<file path="config.mk">
export PLATFORM = sky130hd
export DESIGN_NAME = imem_loader
export DESIGN_NICKNAME = d
export VERILOG_FILES = /design/src/rtl/imem_loader.sv
export SDC_FILE = /design/constraint.sdc
export NUM_CORES = 1
export LEC_CHECK = 0
export ABC_AREA = 1
export CAP_MARGIN = 20
export CORE_ASPECT_RATIO = 0.75
export CORE_MARGIN = 10
export CORE_UTILIZATION = 55
export CTS_CLUSTER_DIAMETER = 30
export DETAILED_ROUTE_END_ITERATION = 7
export PLACE_DENSITY = 0.8
export SLEW_MARGIN = 20
export SYNTH_ARGS = -nofsm -noshare
export SYNTH_HDL_FRONTEND = slang
export SYNTH_SLANG_ARGS = --single-unit
</file>
<file path="constraint.sdc">
create_clock -name clk -period 3.6 [get_ports clk]
set_clock_uncertainty 0.05 [all_clocks]
set_input_delay 0.72 -clock clk [delete_from_list [all_inputs] [get_ports clk]]
set_output_delay 0.72 -clock clk [all_outputs]
set_load 0.005 [all_outputs]
</file>
<file path="src/rtl/imem_loader.sv">
// Byte-stream loader: parses A5-framed records into instruction-buffer line writes,
// holding the processor in reset while a frame is in flight.
module imem_loader #(
  parameter int i_adr_width   = 10,
  parameter int i_width       = 20,
  parameter int i_buffer_size = 2
) (
  input  logic                               clk,
  input  logic                               reset,
  input  logic [7:0]                         in_data,
  input  logic                               in_valid,
  output logic                               in_ready,
  output logic [i_adr_width-1:0]             imem_write_adr,
  output logic                               imem_write,
  output logic [i_buffer_size*i_width-1:0]   imem_in,
  output logic                               pat_hold,
  output logic                               load_done,
  output logic                               load_err
);
  localparam int LW = i_buffer_size * i_width;
  localparam int LB = (LW + 7) / 8;
  localparam int KW = (LB > 1) ? $clog2(LB) : 1;
  localparam logic [7:0]             SYNC    = 8'hA5;
  localparam logic [i_adr_width-1:0] ADR_ONE = i_adr_width'(1);
  localparam logic [KW-1:0]          K_ONE   = KW'(1);
  localparam logic [KW-1:0]          K_LAST  = KW'(LB - 1);

  typedef enum logic [2:0] {
    S_IDLE, S_ADR0, S_ADR1, S_CNT0, S_CNT1, S_DATA, S_WRITE, S_CHK
  } state_t;

  state_t                  state_q, state_d;
  logic [i_adr_width-1:0]  adr_q, adr_d;
  logic [i_adr_width-1:0]  cnt_q, cnt_d;
  logic [KW-1:0]           k_q, k_d;
  logic [7:0]              lo_q, lo_d;
  logic [7:0]              chk_q, chk_d;
  logic [LB*8-1:0]         line_q, line_d;
  logic [i_adr_width-1:0]  wadr_q, wadr_d;
  logic [LW-1:0]           win_q, win_d;
  logic                    done_q, done_d;
  logic                    err_q, err_d;
  logic                    acc;

  assign in_ready       = ~reset && (state_q != S_WRITE);
  assign acc            = in_valid && in_ready;
  assign imem_write     = (state_q == S_WRITE);
  assign imem_write_adr = wadr_q;
  assign imem_in        = win_q;
  assign pat_hold       = (state_q != S_IDLE);
  assign load_done      = done_q;
  assign load_err       = err_q;

  always_comb begin
    state_d = state_q;
    adr_d   = adr_q;
    cnt_d   = cnt_q;
    k_d     = k_q;
    lo_d    = lo_q;
    chk_d   = chk_q;
    line_d  = line_q;
    wadr_d  = wadr_q;
    win_d   = win_q;
    done_d  = 1'b0;
    err_d   = err_q;
    case (state_q)
      S_IDLE: if (acc) begin
        if (in_data == SYNC) begin
          state_d = S_ADR0;
          err_d   = 1'b0;
          chk_d   = 8'h00;
          k_d     = '0;
        end else begin
          err_d = 1'b1;
        end
      end
      S_ADR0: if (acc) begin
        lo_d    = in_data;
        chk_d   = chk_q ^ in_data;
        state_d = S_ADR1;
      end
      S_ADR1: if (acc) begin
        adr_d   = i_adr_width'({in_data, lo_q});
        chk_d   = chk_q ^ in_data;
        state_d = S_CNT0;
      end
      S_CNT0: if (acc) begin
        lo_d    = in_data;
        chk_d   = chk_q ^ in_data;
        state_d = S_CNT1;
      end
      S_CNT1: if (acc) begin
        cnt_d   = i_adr_width'({in_data, lo_q});
        chk_d   = chk_q ^ in_data;
        state_d = S_DATA;
      end
      S_DATA: if (acc) begin
        chk_d = chk_q ^ in_data;
        for (int i = 0; i < LB; i++) begin
          if (k_q == KW'(i)) line_d[i*8 +: 8] = in_data;
        end
        if (k_q == K_LAST) begin
          // Capture the finished line so the outputs are stable through WRITE and after.
          k_d     = '0;
          win_d   = line_d[LW-1:0];
          wadr_d  = adr_q;
          state_d = S_WRITE;
        end else begin
          k_d = k_q + K_ONE;
        end
      end
      S_WRITE: begin
        adr_d = adr_q + ADR_ONE;
        if (cnt_q == '0) begin
          state_d = S_CHK;
        end else begin
          cnt_d   = cnt_q - ADR_ONE;
          state_d = S_DATA;
        end
      end
      S_CHK: if (acc) begin
        if (in_data == chk_q) done_d = 1'b1;
        else                  err_d  = 1'b1;
        state_d = S_IDLE;
      end
      default: state_d = S_IDLE;
    endcase
  end

  always_ff @(posedge clk) begin
    if (reset) begin
      state_q <= S_IDLE;
      adr_q   <= '0;
      cnt_q   <= '0;
      k_q     <= '0;
      lo_q    <= '0;
      chk_q   <= '0;
      line_q  <= '0;
      wadr_q  <= '0;
      win_q   <= '0;
      done_q  <= 1'b0;
      err_q   <= 1'b0;
    end else begin
      state_q <= state_d;
      adr_q   <= adr_d;
      cnt_q   <= cnt_d;
      k_q     <= k_d;
      lo_q    <= lo_d;
      chk_q   <= chk_d;
      line_q  <= line_d;
      wadr_q  <= wadr_d;
      win_q   <= win_d;
      done_q  <= done_d;
      err_q   <= err_d;
    end
  end
endmodule

</file>
After elaboration in Yosys (flattened, before gate mapping)
Cells that the tools add are included.

storage, ports and cells
  input port bits = 11
  output and inout port bits = 55
  flip-flop bits (word level) = 134
  word-level logic and storage cells = 102

cells by class
  equality and inequality tests = 26
  add/subtract/negate cells = 3
  bitwise gates (word level) = 4
  mux-type cells = 35
  reductions and logical operators = 23

operators by type and width
  kind                                                                   number
  8-bit 2-to-1 mux                                                       8
  10-bit case mux with 2 select lines                                    2
  3-bit 2-to-1 mux                                                       13
  3-bit case mux with 8 select lines                                     1
  2-bit != test (second input constant)                                  11
  10-bit 2-to-1 mux                                                      2
  8-bit case mux with 2 select lines                                     1
  3-bit == test (second input constant)                                  5
  3-bit by 2-bit == test with 1-bit output (second input constant)       4
  4-bit AND reduction                                                    3
  10-bit by 1-bit adder with 10-bit output (second input constant)       1
  10-bit logical NOT                                                     1
  2-bit nonzero test                                                     5
  10-bit by 1-bit subtractor with 10-bit output (second input constant)  1
  9-bit AND reduction                                                    1
  8-bit == test                                                          1
  8-bit == test (second input constant)                                  1
  8-bit bitwise XOR                                                      1
  3-bit by 1-bit == test with 1-bit output (second input constant)       2
  3-bit logical NOT                                                      2
  3-bit case mux with 2 select lines                                     1
  2-bit AND reduction                                                    3
  3-bit AND reduction                                                    2
  1-bit 2-to-1 mux                                                       5
  other kinds (11)                                                       14

Depth between registers and ports, before layout
  depth after elaboration = 5
  gate-level depth with buffers = 11
  mapped depth without buffers = 11

Least setup slack after synthesis
Ideal clock, no wire load.

  kind = input to output
  start = input reset
  end = output in_ready
  path buffers = 3
  data arrival time = 1.548 ns
  stages on the path = 6
  slack = 1.282 ns
  required time = 2.830 ns
  path through = clkbuf_1 > inv_1 > buf_2 > clkbuf_1 > nand2_1 > inv_1

between the ends
  word-level cells in the longest chain between the ends = 2

ends and longest elaborated chain
  element             line  text
  start: declaration  9     input logic reset,
  1-bit NOT           45    assign in_ready = ~reset && (state_q != S_WRITE);
  1-bit logical AND   45
  end: declaration    12    output logic in_ready,

No other way between the ends.

Worst setup path after layout
  start = register state_q[2]
  end = output imem_write

between the ends
  word-level cells in the longest chain between the ends = 1

ends and longest elaborated chain
  element                   line  text
  start: declaration        32    state_t state_q, state_d;
  start signal: assignment  144   state_q <= state_d;
  3-bit == test             47    assign imem_write = (state_q == S_WRITE);
  end: declaration          14    output logic imem_write,

No other way between the ends.

==> impl_results.md <==
* Sequential fraction of the synthesis area at 45.1%
* DRT antenna net count at 0
* Syn Area/Cell at 7.04 sq um
* Total GRT Usage at 20.8%
* Power Dens Cells at 467 nW/um^2
* FF-to-FF End: imem_in[34]
* Dpl ws at 742 ps
* Grt total ovfl at 0
* Clock sink total at 126
* Die Footprint at 14600 sq um
* Area growth, synth to finish at 21.7%
* Antenna violations before repair at 0
* # DRC at 0
* Row cnt at 31
* IO Port Bufs at 65
* Die Height at 107 microns
* Tcrit/Tclk final at 84.6%
* DIE WIDTH at 136 microns
* Synth Cell Area at 5590 sq um
* Final Cell Area at 6800 sq um
* Register area at 2520 sq um
* CTS buffer count at 17
* CTS tree: yes
* Worst EP arrival at 2280 ps
* Total power at 3180 uW
* RSZ-0062 raised after global routing: false
* Final Max Tran Viols at 0
* Multi-input gate area at 2670 sq um
* Simple-Gate Fraction of Synth Area at 24.9%
* Synth area leaders: dfxtp_1 45%, nor2_1 13%, o21ai_0 9.9%, nand2_1 7.2%, a21oi_1 5.2%
* H-Tree Level Count at 4
* Yosys cell types at 31
* Leak at 0.00264 uW
* Least-Margin Pin Slew at 605 ps
* Routed wire per std cell at 15.2 microns
* MaxCap Viol Count at 0
* Core area at 9770 sq um
* Routed WL at 14900 microns
* WHS at 398 ps
* Most common cell after layout, fill and taps aside: nor2_1
* Initial DRC count at 635
* Yosys top cell area share at 45.1%
* R2R Setup Slk at 1090 ps
* I/O pin count at 66
* R2R depth at 9
* First-pass GRT wire length at 24500 microns
* Syn Nets at 812
* Post-CTS Resized at 0
* Slew HR at 59.7%
* Compound-cell area share of the yosys netlist at 19.1%
* Hold Path Origin: line_q[25]
* Clock Path Buffers at 2
* Post-synth EDFFs at 0
* Largest net degree at the start of global routing at 71
* CP Max Fanout at 32
* # nets final at 859
* Worst Path Required at 2830 ps
* Fin worst setup slack at 553 ps
* Layout cells sized above 1 at 5.99%
* Origin of the critical flop-to-flop path: state_q[0]
* CP Launch Type: flip-flop
* Diodes inserted at 0
* Hold Path Depth at 2
* Largest family of logic cells by synthesized area: simple AND/OR/NAND/NOR gates
* Final Wtd Congestion at 0.852
* Flip-flop and latch count after synthesis at 126
* Crit Path Class: flip-flop to output port
* Hold Path End: line_q[25]
* Tmin final at 3050 ps
* Vias per cell at 5.51
* Cells after Synth at 794
* Worst VDD drop at 0.331 mV
* Vias in the first global route at 5063
* Fillers at 831
* Outcome: completed
* Type of element capturing the critical path: output port
* Async SR Flop Fraction at 0%
* Synth Area in XOR/XNOR at 2.19%
* Worst skew pair latency at 420 ps
* Via count at 5416
* Final Hold Fails at 0
* Placed cell area at 6250 sq um
* Worst Hold Class: flip-flop to flip-flop
* Setup tns final at 0 ps
* Final setup viols at 0
* Adder-cell share of the synthesized area at 1.57%
* Synth warn at 0
* Max Freq at 328 MHz
* Detailed placement HPWL at 9980 microns
* Mux cell area share after synthesis at 0%
* Initial core utilization at 57.2%
* Root Driver: clkbuf_16
* Post-CTS Hold Buffers at 0
* Pre-Repair DR Iteration Count at 7
* Post-CTS setup buffers at 0
* Most frequent cells in the layout: 199 x nor2_1, 126 x dfxtp_1, 110 x o21ai_0
* Worst-path clk slew at 50 ps
* Leading area contributor after synthesis: dfxtp_1
* Ys flop type: dfxtp_1
worst max path at each step:
stage / from / endpoint / slack (ps) / cells past startpoint
after global placement: reset / imem_in[36] / 800 / 9
after CTS: state_q[2] / imem_write / 560 / 5
final: state_q[2] / imem_write / 550 / 5
after floorplan: reset / in_ready / 1280 / 6
after global routing: state_q[2] / imem_write / 420 / 5
after detailed placement: reset / imem_in[34] / 740 / 9
per-layer routing:
metal | GRT usage [%] | part of all wire, % | vias up
li1 | - | - | 2666
met5 | 0 | 0 | -
met3 | 7.51 | 12 | 23
met2 | 31.6 | 44 | 254
met4 | 7.28 | 1.4 | 0
met1 | 26.7 | 43 | 2473
synth_stat cells, types with 4 or more instances:
| master | instances |
|---|---|
| nand2_1 | 107 |
| ha_1 | 7 |
| inv_1 | 45 |
| buf_2 | 18 |
| inv_2 | 4 |
| nand3_1 | 26 |
| o21ai_0 | 110 |
| dfxtp_1 | 126 |
| a21oi_1 | 58 |
| clkbuf_1 | 20 |
| buf_4 | 4 |
| nor2_1 | 199 |
| xnor2_1 | 11 |
| o21ai_1 | 34 |
flip-flops by register name (all words and copies together) (netlist names):
register / cells
adr_q: 10
lo_q: 8
line_q: 32
load_done: 1
load_err: 1
state_q: 3
imem_in: 40
imem_write_adr: 10
k_q: 3
chk_q: 8
cnt_q: 10
through the flow:
| step | instances | utilization [%] |
|---|---|---|
| finish | 983 | 69.6 |
| global route | 983 | 69.6 |
| CTS | 983 | 69.6 |
| detailed placement | 954 | 63.9 |
| global placement | 954 | 63.9 |
| floorplan | 794 | - |
cell type report:
type | count | area share (%)
Inverter | 51 | 2.85
Multi-Input combinational cell | 574 | 39.3
Timing Repair Buffer | 71 | 10.2
Clock buffer | 21 | 6.77
Sequential cell | 126 | 37.1
Clock inverter | 8 | 1.36
Tap cell | 132 | 2.43
worst max-delay path, cell delays in order, from the launching register on:
cell	delay, ps
dfxtp_1	410
inv_2	100
nor2_4	120
nand2_4	200
inv_1	420
clkdlybuf4s50_1	600
kinds of logic (layout without fill, tap and decap cells):
kind of cell / Yosys count / after routing
flops: 126 / 126
simple gates: 344 / 344
xor+xnor: 14 / 14
fa+ha+maj: 7 / 7
compound gates: 209 / 209
buf+inv: 94 / 151
where the power goes:
part / switching [uW] / internal, uW
registers: 8.25 / 1400
logic: 96.3 / 46.1
clock network: 587 / 1030
total: 692 / 2480
Note: power is estimated with default switching activity, not from simulation.
